File: config.mk
export PLATFORM = sky130hd
export DESIGN_NAME = ym_bus_sequencer_flat
export DESIGN_NICKNAME = d
export VERILOG_FILES = /design/src/rtl/turbofm_pkg.sv /design/src/rtl/ym_bus_sequencer_if.sv /design/src/rtl/ym_recovery_timer.sv /design/src/rtl/ym_bus_sequencer.sv /design/src/flat_wrapper.sv
export SDC_FILE = /design/constraint.sdc
export NUM_CORES = 1
export LEC_CHECK = 0
export ABC_AREA = 0
export ABC_CLOCK_PERIOD_IN_PS = 4000
export CELL_PAD_IN_SITES_DETAIL_PLACEMENT = 1
export CELL_PAD_IN_SITES_GLOBAL_PLACEMENT = 1
export CORE_AREA = 2 2 91 93
export DETAILED_ROUTE_END_ITERATION = 12
export DIE_AREA = 0 0 93 95
export GPL_TIMING_DRIVEN = 0
export HOLD_SLACK_MARGIN = 0.03
export MAX_ROUTING_LAYER = met4
export PLACE_DENSITY_LB_ADDON = 0.1
export SLEW_MARGIN = 20
export SYNTH_ARGS = -nofsm -noshare
export SYNTH_HDL_FRONTEND = slang
export SYNTH_SLANG_ARGS = --single-unit
File: constraint.sdc
create_clock -name fclk -period 4 [get_ports fclk]
set_clock_uncertainty 0.15 [all_clocks]
set_input_delay 0.8 -clock fclk [delete_from_list [all_inputs] [get_ports fclk]]
set_output_delay 0.8 -clock fclk [all_outputs]
set_load 0.1 [all_outputs]
File: src/rtl/turbofm_pkg.sv
// Shared types for the YM/SAA bus sequencer: device codes, FSM states,
// the buffered request record and the idle level of the chip strobe pins.
package turbofm_pkg;

  typedef enum logic [1:0] {
    DEV_YM1  = 2'd0,
    DEV_YM2  = 2'd1,
    DEV_SAA  = 2'd2,
    DEV_NONE = 2'd3
  } dev_e;

  typedef enum logic [2:0] {
    ST_IDLE    = 3'd0,
    ST_WAITRDY = 3'd1,
    ST_SETUP   = 3'd2,
    ST_STROBE  = 3'd3,
    ST_HOLD    = 3'd4
  } state_e;

  localparam int unsigned DEF_T_SETUP      = 32'd1;
  localparam int unsigned DEF_T_STROBE     = 32'd4;
  localparam int unsigned DEF_T_HOLD       = 32'd1;
  localparam int unsigned DEF_YM_ADDR_WAIT = 32'd137;
  localparam int unsigned DEF_YM_DATA_WAIT = 32'd664;

  typedef struct packed {
    logic       wr;
    dev_e       dev;
    logic       a0;
    logic [7:0] wdata;
  } req_t;

  typedef struct packed {
    logic ymcs1_n;
    logic ymcs2_n;
    logic ymrd_n;
    logic ymwr_n;
    logic yma0;
    logic saacs_n;
    logic saawr_n;
    logic saaa0;
  } pins_t;

  localparam pins_t PINS_IDLE = 8'b1111_0110;

  function automatic logic is_ym(input dev_e d);
    return (d == DEV_YM1) || (d == DEV_YM2);
  endfunction

endpackage

File: src/rtl/ym_bus_sequencer_if.sv
// Request side and chip-bus side of the sequencer; the sequencer is the slave,
// the AY bus decoder / chip models are the master.
interface ym_bus_sequencer_if;
  logic       req_valid;
  logic       req_wr;
  logic [1:0] req_dev;
  logic       req_a0;
  logic [7:0] req_wdata;
  logic       busy;
  logic       overrun;
  logic       ovr_clr;
  logic [7:0] d_out;
  logic       d_oe;
  logic [7:0] d_in;
  logic [7:0] rd_data;
  logic       rd_valid;
  logic       ymcs1_n;
  logic       ymcs2_n;
  logic       ymrd_n;
  logic       ymwr_n;
  logic       yma0;
  logic       saacs_n;
  logic       saawr_n;
  logic       saaa0;

  modport slave (
    input  req_valid, req_wr, req_dev, req_a0, req_wdata, ovr_clr, d_in,
    output busy, overrun, d_out, d_oe, rd_data, rd_valid,
           ymcs1_n, ymcs2_n, ymrd_n, ymwr_n, yma0, saacs_n, saawr_n, saaa0
  );

  modport master (
    output req_valid, req_wr, req_dev, req_a0, req_wdata, ovr_clr, d_in,
    input  busy, overrun, d_out, d_oe, rd_data, rd_valid,
           ymcs1_n, ymcs2_n, ymrd_n, ymwr_n, yma0, saacs_n, saawr_n, saaa0
  );
endinterface

File: src/rtl/ym_recovery_timer.sv
// Per-chip busy timer: loaded after a write, counts down to zero and holds there.
module ym_recovery_timer (
  input  logic       fclk,
  input  logic       ayres_n,
  input  logic       load,
  input  logic [9:0] load_val,
  output logic       ready
);
  logic [9:0] count_q, count_d;

  // reload on a finished write, otherwise saturating decrement
  always_comb begin
    count_d = count_q;
    if (load) begin
      count_d = load_val;
    end else if (count_q != 10'd0) begin
      count_d = count_q - 10'd1;
    end else begin
      count_d = 10'd0;
    end
  end

  // count register
  always_ff @(posedge fclk or negedge ayres_n) begin
    if (!ayres_n) begin
      count_q <= 10'd0;
    end else begin
      count_q <= count_d;
    end
  end

  assign ready = (count_q == 10'd0);
endmodule

File: src/rtl/ym_bus_sequencer.sv
// Turns one-cycle AY bus requests into timed CS/A0/strobe cycles on the two YM
// chips and the SAA, honouring each YM chip's post-write recovery time.
module ym_bus_sequencer
  import turbofm_pkg::*;
#(
  parameter int unsigned T_SETUP      = DEF_T_SETUP,
  parameter int unsigned T_STROBE     = DEF_T_STROBE,
  parameter int unsigned T_HOLD       = DEF_T_HOLD,
  parameter int unsigned YM_ADDR_WAIT = DEF_YM_ADDR_WAIT,
  parameter int unsigned YM_DATA_WAIT = DEF_YM_DATA_WAIT
) (
  input logic               fclk,
  input logic               ayres_n,
  ym_bus_sequencer_if.slave bus
);
  state_e     state_q, state_d;
  logic [3:0] cnt_q, cnt_d;
  req_t       buf_q, buf_d, cur_q, cur_d, req_in;
  logic       buf_full_q, buf_full_d, overrun_q, overrun_d, busy_q, busy_d;
  logic [7:0] rd_data_q, rd_data_d, d_out_q, d_out_d;
  logic       rd_valid_q, rd_valid_d, d_oe_q, d_oe_d;
  pins_t      pins_q, pins_d;
  logic       req_ok, consume, can_load, tgt_ready, status_rd, capture;
  logic       ld_ym1, ld_ym2, ym1_ready, ym2_ready, cs_act, strobe_act;
  logic [9:0] rec_val;

  // request buffer; a request landing on the consume edge still gets in
  always_comb begin
    req_in     = '{wr: bus.req_wr, dev: dev_e'(bus.req_dev), a0: bus.req_a0, wdata: bus.req_wdata};
    req_ok     = bus.req_valid && (req_in.dev != DEV_NONE);
    consume    = (state_q == ST_IDLE) && buf_full_q;
    can_load   = !buf_full_q || consume;
    buf_d      = buf_q;
    buf_full_d = buf_full_q;
    if (req_ok && can_load && !((req_in.dev == DEV_SAA) && !req_in.wr)) begin
      buf_d      = req_in;
      buf_full_d = 1'b1;
    end else if (consume) begin
      buf_full_d = 1'b0;
    end else begin
      buf_full_d = buf_full_q;
    end
    if (req_ok && !can_load) begin
      overrun_d = 1'b1;
    end else if (bus.ovr_clr) begin
      overrun_d = 1'b0;
    end else begin
      overrun_d = overrun_q;
    end
  end

  // sequencing FSM; status reads bypass the recovery wait
  always_comb begin
    state_d   = state_q;
    cnt_d     = cnt_q;
    cur_d     = cur_q;
    capture   = 1'b0;
    ld_ym1    = 1'b0;
    ld_ym2    = 1'b0;
    rec_val   = cur_q.a0 ? 10'(YM_DATA_WAIT) : 10'(YM_ADDR_WAIT);
    status_rd = is_ym(cur_q.dev) && !cur_q.wr && !cur_q.a0;
    case (cur_q.dev)
      DEV_YM1: tgt_ready = ym1_ready || status_rd;
      DEV_YM2: tgt_ready = ym2_ready || status_rd;
      default: tgt_ready = 1'b1;
    endcase
    case (state_q)
      ST_IDLE: begin
        if (buf_full_q) begin
          state_d = ST_WAITRDY;
          cur_d   = buf_q;
        end else begin
          state_d = ST_IDLE;
        end
      end
      ST_WAITRDY: begin
        if (tgt_ready) begin
          state_d = ST_SETUP;
          cnt_d   = 4'd0;
        end else begin
          state_d = ST_WAITRDY;
        end
      end
      ST_SETUP: begin
        if (cnt_q == 4'(T_SETUP - 32'd1)) begin
          state_d = ST_STROBE;
          cnt_d   = 4'd0;
        end else begin
          cnt_d = cnt_q + 4'd1;
        end
      end
      ST_STROBE: begin
        if (cnt_q == 4'(T_STROBE - 32'd1)) begin
          state_d = ST_HOLD;
          cnt_d   = 4'd0;
          capture = !cur_q.wr;
        end else begin
          cnt_d = cnt_q + 4'd1;
        end
      end
      ST_HOLD: begin
        if (cnt_q == 4'(T_HOLD - 32'd1)) begin
          state_d = ST_IDLE;
          cnt_d   = 4'd0;
          ld_ym1  = cur_q.wr && (cur_q.dev == DEV_YM1);
          ld_ym2  = cur_q.wr && (cur_q.dev == DEV_YM2);
        end else begin
          cnt_d = cnt_q + 4'd1;
        end
      end
      default: begin
        state_d = ST_IDLE;
        cnt_d   = 4'd0;
      end
    endcase
  end

  // pin levels follow the next state so every output leaves a flop
  always_comb begin
    cs_act     = (state_d == ST_SETUP) || (state_d == ST_STROBE) || (state_d == ST_HOLD);
    strobe_act = (state_d == ST_STROBE);
    pins_d     = PINS_IDLE;
    if (cs_act) begin
      case (cur_d.dev)
        DEV_YM1: begin
          pins_d.ymcs1_n = 1'b0;
          pins_d.yma0    = cur_d.a0;
          pins_d.ymwr_n  = !(strobe_act && cur_d.wr);
          pins_d.ymrd_n  = !(strobe_act && !cur_d.wr);
        end
        DEV_YM2: begin
          pins_d.ymcs2_n = 1'b0;
          pins_d.yma0    = cur_d.a0;
          pins_d.ymwr_n  = !(strobe_act && cur_d.wr);
          pins_d.ymrd_n  = !(strobe_act && !cur_d.wr);
        end
        DEV_SAA: begin
          pins_d.saacs_n = 1'b0;
          pins_d.saaa0   = cur_d.a0;
          pins_d.saawr_n = !(strobe_act && cur_d.wr);
        end
        default: pins_d = PINS_IDLE;
      endcase
    end else begin
      pins_d = PINS_IDLE;
    end
    d_oe_d     = cs_act && cur_d.wr && (cur_d.dev != DEV_NONE);
    d_out_d    = d_oe_d ? cur_d.wdata : 8'h00;
    busy_d     = buf_full_d || (state_d != ST_IDLE);
    rd_valid_d = capture;
    rd_data_d  = capture ? bus.d_in : rd_data_q;
  end

  // state and output registers
  always_ff @(posedge fclk or negedge ayres_n) begin
    if (!ayres_n) begin
      state_q    <= ST_IDLE;
      cnt_q      <= 4'd0;
      buf_q      <= '0;
      cur_q      <= '0;
      buf_full_q <= 1'b0;
      overrun_q  <= 1'b0;
      busy_q     <= 1'b0;
      rd_data_q  <= 8'h00;
      rd_valid_q <= 1'b0;
      d_out_q    <= 8'h00;
      d_oe_q     <= 1'b0;
      pins_q     <= PINS_IDLE;
    end else begin
      state_q    <= state_d;
      cnt_q      <= cnt_d;
      buf_q      <= buf_d;
      cur_q      <= cur_d;
      buf_full_q <= buf_full_d;
      overrun_q  <= overrun_d;
      busy_q     <= busy_d;
      rd_data_q  <= rd_data_d;
      rd_valid_q <= rd_valid_d;
      d_out_q    <= d_out_d;
      d_oe_q     <= d_oe_d;
      pins_q     <= pins_d;
    end
  end

  ym_recovery_timer u_rec_ym1 (.fclk(fclk), .ayres_n(ayres_n), .load(ld_ym1), .load_val(rec_val), .ready(ym1_ready));
  ym_recovery_timer u_rec_ym2 (.fclk(fclk), .ayres_n(ayres_n), .load(ld_ym2), .load_val(rec_val), .ready(ym2_ready));

  assign bus.busy     = busy_q;
  assign bus.overrun  = overrun_q;
  assign bus.d_out    = d_out_q;
  assign bus.d_oe     = d_oe_q;
  assign bus.rd_data  = rd_data_q;
  assign bus.rd_valid = rd_valid_q;
  assign bus.ymcs1_n  = pins_q.ymcs1_n;
  assign bus.ymcs2_n  = pins_q.ymcs2_n;
  assign bus.ymrd_n   = pins_q.ymrd_n;
  assign bus.ymwr_n   = pins_q.ymwr_n;
  assign bus.yma0     = pins_q.yma0;
  assign bus.saacs_n  = pins_q.saacs_n;
  assign bus.saawr_n  = pins_q.saawr_n;
  assign bus.saaa0    = pins_q.saaa0;
endmodule

File: src/flat_wrapper.sv
// flat-port wrapper written by rule: the top's interface ports become plain ports
module ym_bus_sequencer_flat import turbofm_pkg::*;
#(
  parameter int unsigned T_SETUP      = DEF_T_SETUP,
  parameter int unsigned T_STROBE     = DEF_T_STROBE,
  parameter int unsigned T_HOLD       = DEF_T_HOLD,
  parameter int unsigned YM_ADDR_WAIT = DEF_YM_ADDR_WAIT,
  parameter int unsigned YM_DATA_WAIT = DEF_YM_DATA_WAIT
)
  (fclk, ayres_n, bus_req_valid, bus_req_wr, bus_req_dev, bus_req_a0, bus_req_wdata, bus_ovr_clr, bus_d_in, bus_busy, bus_overrun, bus_d_out, bus_d_oe, bus_rd_data, bus_rd_valid, bus_ymcs1_n, bus_ymcs2_n, bus_ymrd_n, bus_ymwr_n, bus_yma0, bus_saacs_n, bus_saawr_n, bus_saaa0);
  ym_bus_sequencer_if bus_i ();
  input logic fclk;
  input logic ayres_n;
  input wire logic [$bits(bus_i.req_valid)-1:0] bus_req_valid;
  input wire logic [$bits(bus_i.req_wr)-1:0] bus_req_wr;
  input wire logic [$bits(bus_i.req_dev)-1:0] bus_req_dev;
  input wire logic [$bits(bus_i.req_a0)-1:0] bus_req_a0;
  input wire logic [$bits(bus_i.req_wdata)-1:0] bus_req_wdata;
  input wire logic [$bits(bus_i.ovr_clr)-1:0] bus_ovr_clr;
  input wire logic [$bits(bus_i.d_in)-1:0] bus_d_in;
  output wire logic [$bits(bus_i.busy)-1:0] bus_busy;
  output wire logic [$bits(bus_i.overrun)-1:0] bus_overrun;
  output wire logic [$bits(bus_i.d_out)-1:0] bus_d_out;
  output wire logic [$bits(bus_i.d_oe)-1:0] bus_d_oe;
  output wire logic [$bits(bus_i.rd_data)-1:0] bus_rd_data;
  output wire logic [$bits(bus_i.rd_valid)-1:0] bus_rd_valid;
  output wire logic [$bits(bus_i.ymcs1_n)-1:0] bus_ymcs1_n;
  output wire logic [$bits(bus_i.ymcs2_n)-1:0] bus_ymcs2_n;
  output wire logic [$bits(bus_i.ymrd_n)-1:0] bus_ymrd_n;
  output wire logic [$bits(bus_i.ymwr_n)-1:0] bus_ymwr_n;
  output wire logic [$bits(bus_i.yma0)-1:0] bus_yma0;
  output wire logic [$bits(bus_i.saacs_n)-1:0] bus_saacs_n;
  output wire logic [$bits(bus_i.saawr_n)-1:0] bus_saawr_n;
  output wire logic [$bits(bus_i.saaa0)-1:0] bus_saaa0;
  assign bus_i.req_valid = bus_req_valid;
  assign bus_i.req_wr = bus_req_wr;
  assign bus_i.req_dev = bus_req_dev;
  assign bus_i.req_a0 = bus_req_a0;
  assign bus_i.req_wdata = bus_req_wdata;
  assign bus_i.ovr_clr = bus_ovr_clr;
  assign bus_i.d_in = bus_d_in;
  assign bus_busy = bus_i.busy;
  assign bus_overrun = bus_i.overrun;
  assign bus_d_out = bus_i.d_out;
  assign bus_d_oe = bus_i.d_oe;
  assign bus_rd_data = bus_i.rd_data;
  assign bus_rd_valid = bus_i.rd_valid;
  assign bus_ymcs1_n = bus_i.ymcs1_n;
  assign bus_ymcs2_n = bus_i.ymcs2_n;
  assign bus_ymrd_n = bus_i.ymrd_n;
  assign bus_ymwr_n = bus_i.ymwr_n;
  assign bus_yma0 = bus_i.yma0;
  assign bus_saacs_n = bus_i.saacs_n;
  assign bus_saawr_n = bus_i.saawr_n;
  assign bus_saaa0 = bus_i.saaa0;
  ym_bus_sequencer #(.T_SETUP(T_SETUP), .T_STROBE(T_STROBE), .T_HOLD(T_HOLD), .YM_ADDR_WAIT(YM_ADDR_WAIT), .YM_DATA_WAIT(YM_DATA_WAIT)) u_core (.fclk(fclk), .ayres_n(ayres_n), .bus(bus_i));
endmodule
==> results.cfg <==
[clocking]
clockBufferDepth = 2
cts.sinks = 80
cts-resized-gates = 0
post_cts_buffers = 0
ctsHoldBuffers = 0
cts_tree = yes
clk_pin_slew_ps = 90
numCtsBuffers = 9
clockRootBuffer = clkbuf_8
htree_levels = 3
clkLatencyLatePin_ps = 350

[layout]
area_delta_synth_final_pct = 24.5
nNetsFinal = 386
final_cells = 468
drive_gt1_share_pct = 18.2
fillCellCount = 868
multiInputGateArea_um2 = 1410
mostFrequentLayoutCells = dfrtp_1, clkdlybuf4s50_1, mux2_2
final_common_cell = dfrtp_1
n_antenna_cell = 0
register_area_um2 = 2010

[placement]
dp.cells = 452
port_buffers = 51
place_ws_ps = 1230
dp_hpwl_um = 5480
routabilityCongestion = 0.778

[detailed_routing]
detail_route.vias_per_cell = 5.25
first_iter_violations = 80
totalWireLength_um = 7580
drc_errors = 0
detail-route-antenna-nets = 0
vias = 2455
drt_pre_antenna_iters = 4
wl_per_cell_um = 16.2

[timing]
period_share_pct = 73.8
worst_slack_ps = 1050
finalHoldViolCount = 0
worst_slew_pin_slew_ps = 1010
grt_setup_unrepaired = false
setup_viol = 0
layout_min_cycle_time_ps = 2950
slew_violations = 0
holdWs_ps = 199
maxSlewHeadroom_pct = 32.6
max_freq_mhz = 339

[global_routing]
grt-ovfl-total = 0
grt_max_degree = 56
grt_pass1_wl_um = 12900
track_usage_pct = 19.7
antenna_found_initial = 0
grt_pass1_vias = 2604

[worst_setup_path]
reg2reg_depth = 7
crit_chain = clkdlybuf4s50_1
cp_num_buf_inv = 1
worst-setup-path-type = register to output pin
slowest_delay_ps = 1120
slowest_stage = clkdlybuf4s50_1
critPathCaptureType = output pin
crit_cells = 1
crit_family = buffers and inverters
worstSetupStartpointType = register
critPathMaxFanout = 1
worstPathRequired_ps = 3050
arrival_ps = 2000

[synthesis]
syn_area_per_cell_um2 = 11.8
yosys.cell_types.count = 50
syn-num-nets = 323
syn_inst = 295
synthArstFlopShare_pct = 100
synth_edf_count = 0
synth_seq_cells = 80
synth-seq-area-share_pct = 57.5
netlist_area_um2 = 3490
yosys.area.top_type = dfrtp_1
synthFlopType = dfrtp_1
yosys.area.top_type_share_pct = 53.0
yosys_warnings = 0
synthTopCellsByArea = dfrtp_1, mux2_2, dfstp_2

[flow_run]
max_cap_violations = 0

[floorplan]
dieArea_um2 = 8840
dieHeight_um = 95
io_pins = 52
num_rows = 33
core_um2 = 7930
die_width_um = 93
start_util_pct = 44.1

[min_path]
hold_path_class = input port to async pin

[outcome]
outcome = finished, final reports clean
[final timing paths]
check,startpoint,end,slack [ps]
max,u_core.bus.saawr_n$_DFF_PN1_,bus_saawr_n,1050
min,ayres_n,u_core.u_rec_ym1.count_q[5]$_DFF_PN0_,200
max reg2reg,u_core.u_rec_ym1.count_q[0]$_DFF_PN0_,u_core.bus.yma0$_DFF_PN0_,1580
min reg2reg,u_core.cur_q[3]$_DFF_PN0_,u_core.cur_q[3]$_DFF_PN0_,350
max in group asynchronous,ayres_n,u_core.bus.saawr_n$_DFF_PN1_,2880
min in group fclk,u_core.cur_q[3]$_DFF_PN0_,u_core.cur_q[3]$_DFF_PN0_,350
[final cells by class]
type	instances	share of cell area, %
timing repair buffer	52	12.3
buffer	5	0.518
inverter	13	1.12
clock inverter	5	1.29
tap	105	3.02
clock buffer	11	3.02
multi-input combinational	197	32.5
sequential	80	46.2
[flip-flops by register name (all words and copies together), names as in the netlist, 3 cells and up]
name / count
u_core.bus.rd_data: 8
u_core.bus.d_out: 8
u_core.u_rec_ym1.count_q: 10
u_core.state_q: 3
u_core.u_rec_ym2.count_q: 10
u_core.buf_q: 12
u_core.cnt_q: 4
u_core.cur_q: 12
[logic make-up (layout without fill, tap and decap cells)]
logic type               count (synthesis)  count (layout)  synth area share (%)
multiplexers                            35              35                  11.1
adder cells (fa/ha/maj)                  4               4                  1.43
AND/OR/NAND/NOR                         95              95                  15.1
AO/OA/AOI/OAI                           52              52                  10.1
flip-flops                              80              80                  57.5
XOR/XNOR                                11              11                  2.76
buffers and inverters                   18              86                  2.04
[cell usage after synthesis (2+ instances only)]
cell type and number:
inv_1 13, o22ai_1 4, a21oi_1 14, dfstp_2 6
or3_1 2, a31o_2 3, o21a_1 2, nor2b_1 3
nor3b_1 2, o21ba_2 2, nor3_1 7, buf_2 3
ha_1 4, dfrtp_1 74, nor4_1 3, or4b_1 2
mux2i_1 6, nand2_1 24, a21boi_0 4, mux2_2 29
o21ai_0 11, or4_4 2, a31oi_1 2, or4_1 3
nand4_1 2, xnor2_1 10, nand2b_1 8, nor2_1 25
nand3_1 4
[metrics by stage]
stage          util, %  setup TNS (ps)  area (um2)
2_1_floorplan        -               0        3490
3_3_place_gp      52.2          -64920        4140
3_5_place_dp      52.5               0        4160
4_1_cts           54.9               0        4350
5_1_grt           54.9               0        4350
6_report          54.9               0        4350
[worst reg2reg max path, stage by stage, from the launching register on]
cell      delay [ps]
dfrtp_1          420
inv_1             70
ha_1             220
or4b_1           590
nor4_4           300
o21bai_1         200
buf_2            230
a21oi_1          160
[metal layers]
| metal | GRT usage (%) | wire (um) |
|---|---|---|
| met3 | 3.51 | 227 |
| met4 | 8.82 | 107 |
| met5 | - | 0 |
| met2 | 32.0 | 3840 |
| met1 | 24.4 | 3410 |
Power is left out: the tool's default activity adds up to more than one toggle a clock period on the data nets, which glitch-free logic cannot reach.
